<file path="src/rtl/rebuster_arbiter_pkg.sv">
// Shared definitions for the rebuster bus arbiter: FSM states, owner codes
// and request-slot helpers.
package rebuster_arbiter_pkg;

  typedef enum logic [2:0] {
    ST_IDLE,
    ST_REQ,
    ST_WAIT,
    ST_GRANT,
    ST_OWN,
    ST_REL
  } arb_state_t;

  localparam int unsigned NUM_REQ    = 6;
  localparam logic [2:0]  OWNER_CPU  = 3'd7;
  localparam logic [2:0]  OWNER_DMAC = 3'd5;

  // Slot following `slot` in round-robin order, wrapping DMAC (5) back to 0.
  function automatic logic [2:0] next_slot(input logic [2:0] slot);
    return (slot >= 3'(NUM_REQ - 1)) ? 3'd0 : slot + 3'd1;
  endfunction

endpackage

</file>
<file path="src/rtl/rebuster_arbiter_rr_pick.sv">
// Combinational 6-way round-robin picker; optional fixed priority for the
// DMAC request (slot 5).
module rebuster_rr_pick
  import rebuster_arbiter_pkg::*;
(
  input  logic [NUM_REQ-1:0] req,
  input  logic [2:0]         ptr,
  input  logic               fixed_prio,
  output logic [2:0]         idx,
  output logic               valid
);

  function automatic logic [2:0] slot_at(input logic [2:0] p, input int unsigned k);
    int unsigned s;
    s = 32'(p) + k;
    if (s >= NUM_REQ) s = s - NUM_REQ;
    return 3'(s);
  endfunction

  logic found;

  always_comb begin
    idx   = '0;
    found = 1'b0;
    for (int unsigned k = 0; k < NUM_REQ; k++) begin
      if (!found && req[slot_at(ptr, k)]) begin
        idx   = slot_at(ptr, k);
        found = 1'b1;
      end
    end
    if (fixed_prio && req[NUM_REQ-1]) idx = OWNER_DMAC;
    valid = found;
  end

endmodule

</file>
<file path="src/rtl/rebuster_arbiter.sv">
// 68030 bus arbiter: arbitrates DMAC and five Zorro masters against the CPU
// via BR/BG/BGACK and publishes the current bus owner.
module rebuster_arbiter
  import rebuster_arbiter_pkg::*;
#(
  parameter int unsigned GRANT_TIMEOUT  = 64,
  parameter bit          SBR_FIXED_PRIO = 1'b1
) (
  input  logic       clk100,
  input  logic       reset_n_in,
  input  logic       cpuclk_rising,
  input  logic       cpuclk_falling,
  input  logic       sbr_n_in,
  input  logic [4:0] ebr_n_in,
  input  logic       bg_n_in,
  input  logic       bgack_n_in,
  input  logic       as_n_in,
  input  logic       own_n_in,
  output logic       br_n_out,
  output logic       br_n_oe,
  output logic       bgack_n_out,
  output logic       bgack_n_oe,
  output logic       sbg_n_out,
  output logic       sbg_n_oe,
  output logic [4:0] ebg_n_out,
  output logic [4:0] ebg_n_oe,
  output logic [2:0] owner,
  output logic       owner_valid,
  output logic       timeout_evt
);

  localparam int unsigned TW = (GRANT_TIMEOUT > 1) ? $clog2(GRANT_TIMEOUT) : 1;
  localparam logic [TW-1:0] TCNT_LAST = TW'(GRANT_TIMEOUT - 1);

  // Falling strobe is reserved; no transitions are tied to it.
  logic unused_falling;
  assign unused_falling = cpuclk_falling;

  logic [9:0] sync1, sync2;

  always_ff @(posedge clk100 or negedge reset_n_in) begin
    if (!reset_n_in) begin
      sync1 <= '1;
      sync2 <= '1;
    end else begin
      sync1 <= {sbr_n_in, ebr_n_in, bg_n_in, bgack_n_in, as_n_in, own_n_in};
      sync2 <= sync1;
    end
  end

  logic       sbr_n, bg_n, bgack_n, as_n, own_n;
  logic [4:0] ebr_n;
  assign {sbr_n, ebr_n, bg_n, bgack_n, as_n, own_n} = sync2;

  logic [NUM_REQ-1:0] req;
  assign req = ~{sbr_n, ebr_n};

  arb_state_t    state, state_nxt;
  logic [2:0]    winner, winner_nxt;
  logic [2:0]    rr_ptr, rr_nxt;
  logic [TW-1:0] tcnt, tcnt_nxt;
  logic          tmo_nxt;
  logic [2:0]    pick_idx;
  logic          pick_valid;
  logic          win_req;

  rebuster_rr_pick u_pick (
    .req        (req),
    .ptr        (rr_ptr),
    .fixed_prio (SBR_FIXED_PRIO),
    .idx        (pick_idx),
    .valid      (pick_valid)
  );

  assign win_req = req[winner];

  always_ff @(posedge clk100 or negedge reset_n_in) begin
    if (!reset_n_in) begin
      state       <= ST_IDLE;
      winner      <= '0;
      rr_ptr      <= '0;
      tcnt        <= '0;
      timeout_evt <= 1'b0;
    end else begin
      state       <= state_nxt;
      winner      <= winner_nxt;
      rr_ptr      <= rr_nxt;
      tcnt        <= tcnt_nxt;
      timeout_evt <= tmo_nxt;
    end
  end

  always_comb begin
    state_nxt  = state;
    winner_nxt = winner;
    rr_nxt     = rr_ptr;
    tcnt_nxt   = tcnt;
    tmo_nxt    = 1'b0;
    if (cpuclk_rising) begin
      unique case (state)
        ST_IDLE: if (|req) state_nxt = ST_REQ;
        ST_REQ: begin
          if (!(|req))    state_nxt = ST_IDLE;
          else if (!bg_n) state_nxt = ST_WAIT;
        end
        // A requester vanishing after BG has been given hands the bus back.
        ST_WAIT: begin
          if (!pick_valid) begin
            state_nxt = ST_IDLE;
          end else if (as_n && bgack_n) begin
            state_nxt  = ST_GRANT;
            winner_nxt = pick_idx;
            tcnt_nxt   = '0;
          end
        end
        ST_GRANT: begin
          if (!win_req) begin
            state_nxt = ST_REL;
            rr_nxt    = next_slot(winner);
          end else if (!own_n) begin
            state_nxt = ST_OWN;
          end else if (tcnt == TCNT_LAST) begin
            state_nxt = ST_REL;
            rr_nxt    = next_slot(winner);
            tmo_nxt   = 1'b1;
          end else begin
            tcnt_nxt = tcnt + 1'b1;
          end
        end
        ST_OWN: begin
          if (!win_req && own_n) begin
            state_nxt = ST_REL;
            rr_nxt    = next_slot(winner);
          end
        end
        ST_REL:  state_nxt = (|req) ? ST_REQ : ST_IDLE;
        default: state_nxt = ST_IDLE;
      endcase
    end
  end

  logic granted;
  assign granted = (state == ST_GRANT) || (state == ST_OWN);

  always_comb begin
    br_n_oe     = 1'b1;
    sbg_n_oe    = 1'b1;
    ebg_n_oe    = '1;
    br_n_out    = !((state == ST_REQ) || (state == ST_WAIT));
    bgack_n_oe  = granted || (state == ST_REL);
    bgack_n_out = !granted;
    sbg_n_out   = !(granted && (winner == OWNER_DMAC));
    ebg_n_out   = '1;
    for (int unsigned i = 0; i < 5; i++) begin
      ebg_n_out[i] = !(granted && (winner == 3'(i)));
    end
    owner_valid = (state == ST_OWN);
    owner       = (state == ST_OWN) ? winner : OWNER_CPU;
  end

endmodule

</file>
<file path="config.mk">
export PLATFORM = sky130hd
export DESIGN_NAME = rebuster_arbiter
export DESIGN_NICKNAME = d
export VERILOG_FILES = /design/src/rtl/rebuster_arbiter_pkg.sv /design/src/rtl/rebuster_arbiter_rr_pick.sv /design/src/rtl/rebuster_arbiter.sv
export SDC_FILE = /design/constraint.sdc
export NUM_CORES = 1
export LEC_CHECK = 0
export CORE_MARGIN = 3
export CORE_UTILIZATION = 59
export DETAILED_ROUTE_END_ITERATION = 8
export GPL_ROUTABILITY_DRIVEN = 0
export GPL_TIMING_DRIVEN = 0
export PLACE_DENSITY = 0.95
export REMOVE_ABC_BUFFERS = 1
export SLEW_MARGIN = 20
export SYNTH_ARGS = -nofsm -noshare
export SYNTH_HDL_FRONTEND = slang
export SYNTH_SLANG_ARGS = --single-unit
</file>
<file path="constraint.sdc">
create_clock -name clk100 -period 6.6 [get_ports clk100]
set_input_delay 1.32 -clock clk100 [delete_from_list [all_inputs] [get_ports clk100]]
set_output_delay 1.32 -clock clk100 [all_outputs]
set_load 0.02 [all_outputs]
</file>
==> metrics.yaml, run 1 <==
status: "complete, no violations"
grt_max_degree: 31
worst_slew_margin_rel: 0.398
first_pass_grt_wire_length_mm: 9.03
drt-initial-drc-count: 211
finalCriticalPeriod_ns: 3.89
design.die.area_mm2: 0.00534
globalRouteTotalUtil: 0.218
post-cts-setup-buffer-count: 0
proportion_of_layout_cells_with_a_drive_suffix_above_1: 0.179
post_route_clock_period_utilization: 0.589
final_cell_area_mm2: 0.00296
grt_overflow: 0
maxSlewViolCount: 0
syn_to_final_growth_pct: 11.5
dr_total_vias: 2155
rsz0062_at_grt: "no"
timing.critical_path.required_ns: 6.78
global_route.peak_usage_layer: "met2"
worst_slew_pin_slew_ns: 0.891
number_of_library_cell_types_mapped_by_synthesis: 66
dpl_cell_area_mm2: 0.00287
numPortBuffers: 26
post_synth_inst_count: 285
fraction_of_met2_tracks_used_by_global_routing: 0.358
num-nets-final: 336
report.final.setup_viol: 0
route.detailed.drc: 0
rows: 23
vias_per_cell: 6.02
core_region_area_mm2: 0.00417
met3_resource_use_gr: 0.0427
grt_pass1_vias: 1974
crit_fanout: 22
static_leak_nw: 1.23
pin_count: 35
cts.clk_slew.worst_paths_ns: 0.07
die_width_um: 73.1
worst_ir_drop_vdd_mv: 0.259
synth_sequential_area_ratio: 0.349
ctsRootBufferMaster: "clkbuf_8"
async_reset_ff_frac: 1.00
synth.ff_latch_count: 36
timing.clock.skew_ns: 0.00460
synth_area_mm2: 0.00265
detail_route.first_pass.iterations: 4
yosys_most_used_dff: "dfstp_2"
maxClockFrequency_ghz: 0.257
synth_enable_flop_cells: 0
path_class: "flop to flop"
chipHeight_um: 73.1
power_density_mw_per_mm2: 473
number_of_warnings_printed_during_yosys_synthesis: 0
layout.cells.most_common: "nand2_1"
antenna_found_initial: 0
mostFrequentLayoutCells: "nand2_1 (36), clkdlybuf4s50_1 (25), dfstp_2 (20)"
fin_tns_setup_ns: 0
worst_hold_path_type: "flop to flop"
place_hpwl_mm: 4.01
endpoint_kind: "flop"
antenna_left: 0
global_route.usage.met1: 0.281
cts-resized-gates: 0
clk_path_buf_depth: 2
max_cap_viol_count: 0
syn_area_cell_um2: 9.31
antennaDiodeCount: 0
arr_time_crit_path_ns: 4.06
worst_skew_pair.late_latency_ns: 0.29
clock_tree_from_tritoncts: "done"
finalHoldViolations: 0
initial_utilization: 0.636
setup.worst_path.start_class: "flop"
cts_hold_repair.buffers: 0
drt-total-wl_mm: 5.41
routed_len_inst_um: 15.1
clock_tree.htree_level_count: 2
clock_sink_count: 36
num_cts_buffers: 5
[worst max-delay path, stage by stage (launching register included)]
cell and delay (ns):
dfrtp_1 0.84, inv_1 0.27, ha_1 0.69, mux2_2 0.39, o221ai_1 0.24, o2bb2ai_2 0.13, and3_4 0.21, nand2b_1 0.32
o21ai_4 0.14, nor2_2 0.21, mux2_4 0.31
[cell usage after synthesis, drive strengths merged, types with 2 or more instances]
master	n	area share
a311oi	2	0.0090
o32ai	2	0.0066
dfstp	20	0.20
xor2	2	0.0066
and3	7	0.018
o311ai	2	0.0066
a31o	2	0.0066
nand3	8	0.015
nand2	36	0.051
or3	2	0.0047
a21oi	19	0.037
o22ai	4	0.012
mux2i	11	0.041
nor2	20	0.029
a2bb2oi	2	0.0066
nor3	4	0.0075
xnor2	5	0.022
a221o	2	0.0075
nand4	2	0.0047
o211ai	2	0.0057
nor3b	2	0.0057
mux2	9	0.042
a22o	2	0.0066
buf	16	0.052
nand2b	7	0.017
o21a	2	0.0057
inv	16	0.023
o31ai	2	0.0057
o21ai	19	0.040
dfrtp	16	0.15
a21o	2	0.0057
a21boi	3	0.0099
clkbuf	2	0.0033
a31oi	2	0.0047
and2	3	0.0080
ha	15	0.071
[cell families after synthesis]
kind of cell,count (synthesis),share of synthesized area
adders and majority gates,15,0.0707
AOI/OAI and AO/OA,76,0.207
and+or+nand+nor,95,0.173
buffers and inverters,34,0.0778
other,1,0.00141
DFF,36,0.349
xor gates and xnor gates,7,0.0288
muxes,21,0.0924
[worst paths after layout]
kind	startpoint	endpoint	slack, ns	cells past startpoint
max	rr_ptr[0]	winner[2]	2.71	10
min	sync1[3]	sync2[3]	0.35	0
max reg2reg	rr_ptr[0]	winner[2]	2.71	10
min reg2reg	sync1[3]	sync2[3]	0.35	0
max in group asynchronous	reset_n_in	sync2[4]	5.27	2
min in group asynchronous	reset_n_in	rr_ptr[2]	0.86	1
[metal layers]
metal / wire length, um / share of wire
met5: 0 / 0
met4: 122 / 0.023
met3: 291 / 0.054
met2: 2660 / 0.49
met1: 2330 / 0.43
[flip-flops by register name, summed over array words and instances, names as in the netlist]
name         cells
rr_ptr           3
state            3
sync1           10
sync2           10
tcnt             6
timeout_evt      1
winner           3
[power breakdown]
| part | leakage, nW | switching [mW] | internal [mW] |
|---|---|---|---|
| registers | 0.417 | 0.0776 | 0.264 |
| logic | 0.772 | 0.525 | 0.378 |
| clock network | 0.0447 | 0.0794 | 0.0748 |
[per-stage QoR]
stage	utilization	hold slack (ns)	instances	total power [mW]	setup slack (ns)
4_1_cts	0.709	0.357	358	1.39	2.73
5_1_grt	0.709	0.361	358	1.51	2.45
3_5_place_dp	0.687	0.347	350	1.23	2.74
3_3_place_gp	0.684	0.346	349	1.19	2.89
2_1_floorplan	-	0.345	273	1.02	3.35
6_report	0.709	0.355	358	1.40	2.71
[layout make-up]
class                           instances  area (um^2)
Fill cell                             306         1210
Tap cell                               50         62.6
Sequential cell                        36          926
Inverter                               16         60.1
Clock buffer                            5         68.8
Multi-Input combinational cell        221         1540
Timing Repair Buffer                   27          275
Clock inverter                          3         22.5
No activity file was read; power rests on OpenSTA's default activity.
==> inputs of run 2 (changes only) <==
--- a/config.mk
+++ b/config.mk
@@ -6,11 +6,11 @@
 export NUM_CORES = 1
 export LEC_CHECK = 0
 export CORE_MARGIN = 3
-export CORE_UTILIZATION = 59
+export CORE_UTILIZATION = 50
 export DETAILED_ROUTE_END_ITERATION = 8
 export GPL_ROUTABILITY_DRIVEN = 0
 export GPL_TIMING_DRIVEN = 0
-export PLACE_DENSITY = 0.95
+export PLACE_DENSITY = 0.87
 export REMOVE_ABC_BUFFERS = 1
 export SLEW_MARGIN = 20
 export SYNTH_ARGS = -nofsm -noshare
==> constraint.sdc (replaced) <==
create_clock -name clk100 -period 3.55 [get_ports clk100]
set_input_delay 0.71 -clock clk100 [delete_from_list [all_inputs] [get_ports clk100]]
set_output_delay 0.71 -clock clk100 [all_outputs]
set_load 0.02 [all_outputs]
==> run 2 against run 1 <==
Net effect:
- via count is 0.65% higher
- critical path depth stayed put
- routed wire length is 0.11% lower
- design area is 1.1% higher
- cell count is 4.7% higher
- sequential power is 86% higher
- clock skew is 0.0012 ns higher
- register-to-register slack worse by 2.5 ns
- die area is 16% higher
==> metrics.yaml, run 2 (same netlist as run 1, synthesis figures left out) <==
numPortBuffers: 26  # unchanged
pin_count: 35  # unchanged
detail_route.first_pass.iterations: 4  # unchanged
reg.largest.list: "sync1: 10 flops, sync2: 10 flops, tcnt: 6 flops"  # unchanged
globalRouteTotalUtil: 0.186  # was 0.218
layout.cells.most_common: "nand2_1"  # unchanged
place_hpwl_mm: 4.10  # was 4.01 mm
utilization: 0.609  # was 0.709
antennaDiodeCount: 0  # unchanged
first_pass_grt_wire_length_mm: 9.40  # was 9.03 mm
antenna_found_initial: 0  # unchanged
post-cts-setup-buffer-count: 0  # unchanged
finalHoldViolations: 0  # unchanged
endpoint_kind: "flop"  # unchanged
rsz0062_at_grt: "no"  # unchanged
dr_total_vias: 2169  # was 2155
worst_path_dominant_cell_family: "simple AND/OR/NAND/NOR gates"  # was flip-flops
power_density_mw_per_mm2: 867  # was 473 mW/mm^2
routed_len_inst_um: 14.4  # was 15.1 um
fill_cells: 412  # was 306
antenna_left: 0  # unchanged
critical_path.n_buffers_inverters: 1  # unchanged
detailroute.wirelength.met3_um: 301  # was 291 um
worst_hold_path_type: "primary input to async pin"  # was flop to flop
ctsRootBufferMaster: "clkbuf_8"  # unchanged
post_route_clock_period_utilization: 0.942  # was 0.589
status: "complete, no violations"  # unchanged
worst_skew_pair.late_latency_ns: 0.29  # about the same
topRoutingLayerUsed: "met4"  # unchanged
fin_tns_setup_ns: 0  # unchanged
num_cts_buffers: 5  # unchanged
cts.clk_slew.worst_paths_ns: 0.07  # about the same
design.die.area_mm2: 0.00622  # was 0.00534 mm^2
cts_hold_repair.buffers: 0  # unchanged
worst_slew_margin_rel: 0.416  # was 0.398
vias_per_cell: 5.78  # was 6.02
num-nets-final: 336  # unchanged
worst_ir_drop_vdd_mv: 0.432  # was 0.259 mV
wl_met2_mm: 2.61  # was 2.66 mm
worst_path_max_delay_cell: "dfrtp_4"  # was dfrtp_1
routedLengthMet1_mm: 2.45  # was 2.33 mm
core_region_area_mm2: 0.00491  # was 0.00417 mm^2
dpl_cell_area_mm2: 0.00290  # was 0.00287 mm^2
syn_to_final_growth_pct: 12.7  # was 11.5%
cp_slowest_stage_delay_ns: 0.59  # was 0.84 ns
finalCriticalPeriod_ns: 3.34  # was 3.89 ns
timing.clock.skew_ns: 0.00577  # was 0.00460 ns
worst_slew_pin_slew_ns: 0.866  # was 0.891 ns
grt_max_degree: 27  # was 31
report.final.setup_viol: 0  # unchanged
maxClockFrequency_ghz: 0.299  # was 0.257 GHz
crit_path_cell_chain: "inv_1, ha_2, mux2_2, o221ai_1, o2bb2ai_2, and3_4, nand2b_1, o21ai_4, nor2_2, mux2_4"  # was inv_1, ha_1, mux2_2, o221ai_1, o2bb2ai_2, and3_4, nand2b_1, o21ai_4, nor2_2, mux2_4
timing.critical_path.required_ns: 3.73  # was 6.78 ns
grt_pass1_vias: 2088  # was 1974
static_leak_nw: 1.24  # was 1.23 nW
route.detailed.drc: 0  # unchanged
proportion_of_layout_cells_with_a_drive_suffix_above_1: 0.185  # was 0.179
max_cap_viol_count: 0  # unchanged
setup.worst_path.start_class: "flop"  # unchanged
arr_time_crit_path_ns: 3.52  # was 4.06 ns
drt-total-wl_mm: 5.40  # was 5.41 mm
grt_overflow: 0  # unchanged
mostFrequentLayoutCells: "nand2_1 (36), clkdlybuf4s50_1 (25), dfstp_2 (20)"  # unchanged
clock_tree_from_tritoncts: "done"  # unchanged
clock_sink_count: 36  # unchanged
maxSlewViolCount: 0  # unchanged
chipHeight_um: 78.9  # was 73.1 um
rows: 25  # was 23
initial_utilization: 0.540  # was 0.636
clock_tree.htree_level_count: 2  # unchanged
die_width_um: 78.9  # was 73.1 um
crit_fanout: 22  # unchanged
path_class: "flop to flop"  # unchanged
drt-initial-drc-count: 117  # was 211
final_cell_area_mm2: 0.00299  # was 0.00296 mm^2
clk_path_buf_depth: 2  # unchanged
[run 2: worst register-to-register path, stage by stage, from the launching register on]
cell and delay (ns):
dfrtp_4 0.59, inv_1 0.19, ha_2 0.55, mux2_2 0.38, o221ai_1 0.20, o2bb2ai_2 0.12
and3_4 0.21, nand2b_1 0.33, o21ai_4 0.14, nor2_2 0.22, mux2_4 0.32
[run 2: repair_timing]
| action | in CTS | in global routing |
|---|---|---|
| endpoints found under the setup margin | 10 | 10 |
| pin swaps | 0 | 0 |
| resized for setup | 1 | 2 |
[run 2: metrics by stage]
step / power, mW / setup slack (ns) / hold slack (ns) / instances
3_5_place_dp: 2.28 / -0.255 / 0.347 / 367
4_1_cts: 2.57 / 0.0108 / 0.300 / 375
3_3_place_gp: 2.22 / -0.210 / 0.346 / 366
5_1_grt: 2.80 / 0.0378 / 0.309 / 375
6_report: 2.59 / 0.207 / 0.290 / 375
2_1_floorplan: 1.89 / 0.301 / 0.345 / 273
[run 2: cell type report]
class	count	area [um^2]	share of cell area
clock buffers	5	68.8	0.0230
clock inverters	3	18.8	0.00628
well taps	67	83.8	0.0280
flip-flops and latches	36	930	0.311
inverters	16	60.1	0.0201
multi-input cells	221	1550	0.517
repair buffers	27	283	0.0946
[run 2: layer usage]
layer / vias to the layer above / track usage
li1: 1043 / -
met4: 0 / 0.0447
met5: - / 0
met2: 75 / 0.312
met1: 1046 / 0.249
met3: 5 / 0.0363
[run 2: final timing paths]
check                           startpoint   endpoint  slack (ns)  cells after the start
worst max-delay path             rr_ptr[0]  winner[2]        0.21                     10
worst min-delay path            reset_n_in    tcnt[0]        0.29                      1
worst max register to register   rr_ptr[0]  winner[2]        0.21                     10
worst min register to register    sync1[0]   sync2[0]        0.35                      0
max in group asynchronous       reset_n_in   sync1[8]        2.76                      2
min in group clk100               sync1[0]   sync2[0]        0.35                      0
[run 2: power by group]
group | internal, mW | switching [mW] | leakage, nW | total [mW]
registers | 0.494 | 0.142 | 0.415 | 0.636
clock network | 0.137 | 0.147 | 0.0479 | 0.284
logic | 0.705 | 0.966 | 0.774 | 1.67
total | 1.34 | 1.26 | 1.24 | 2.59
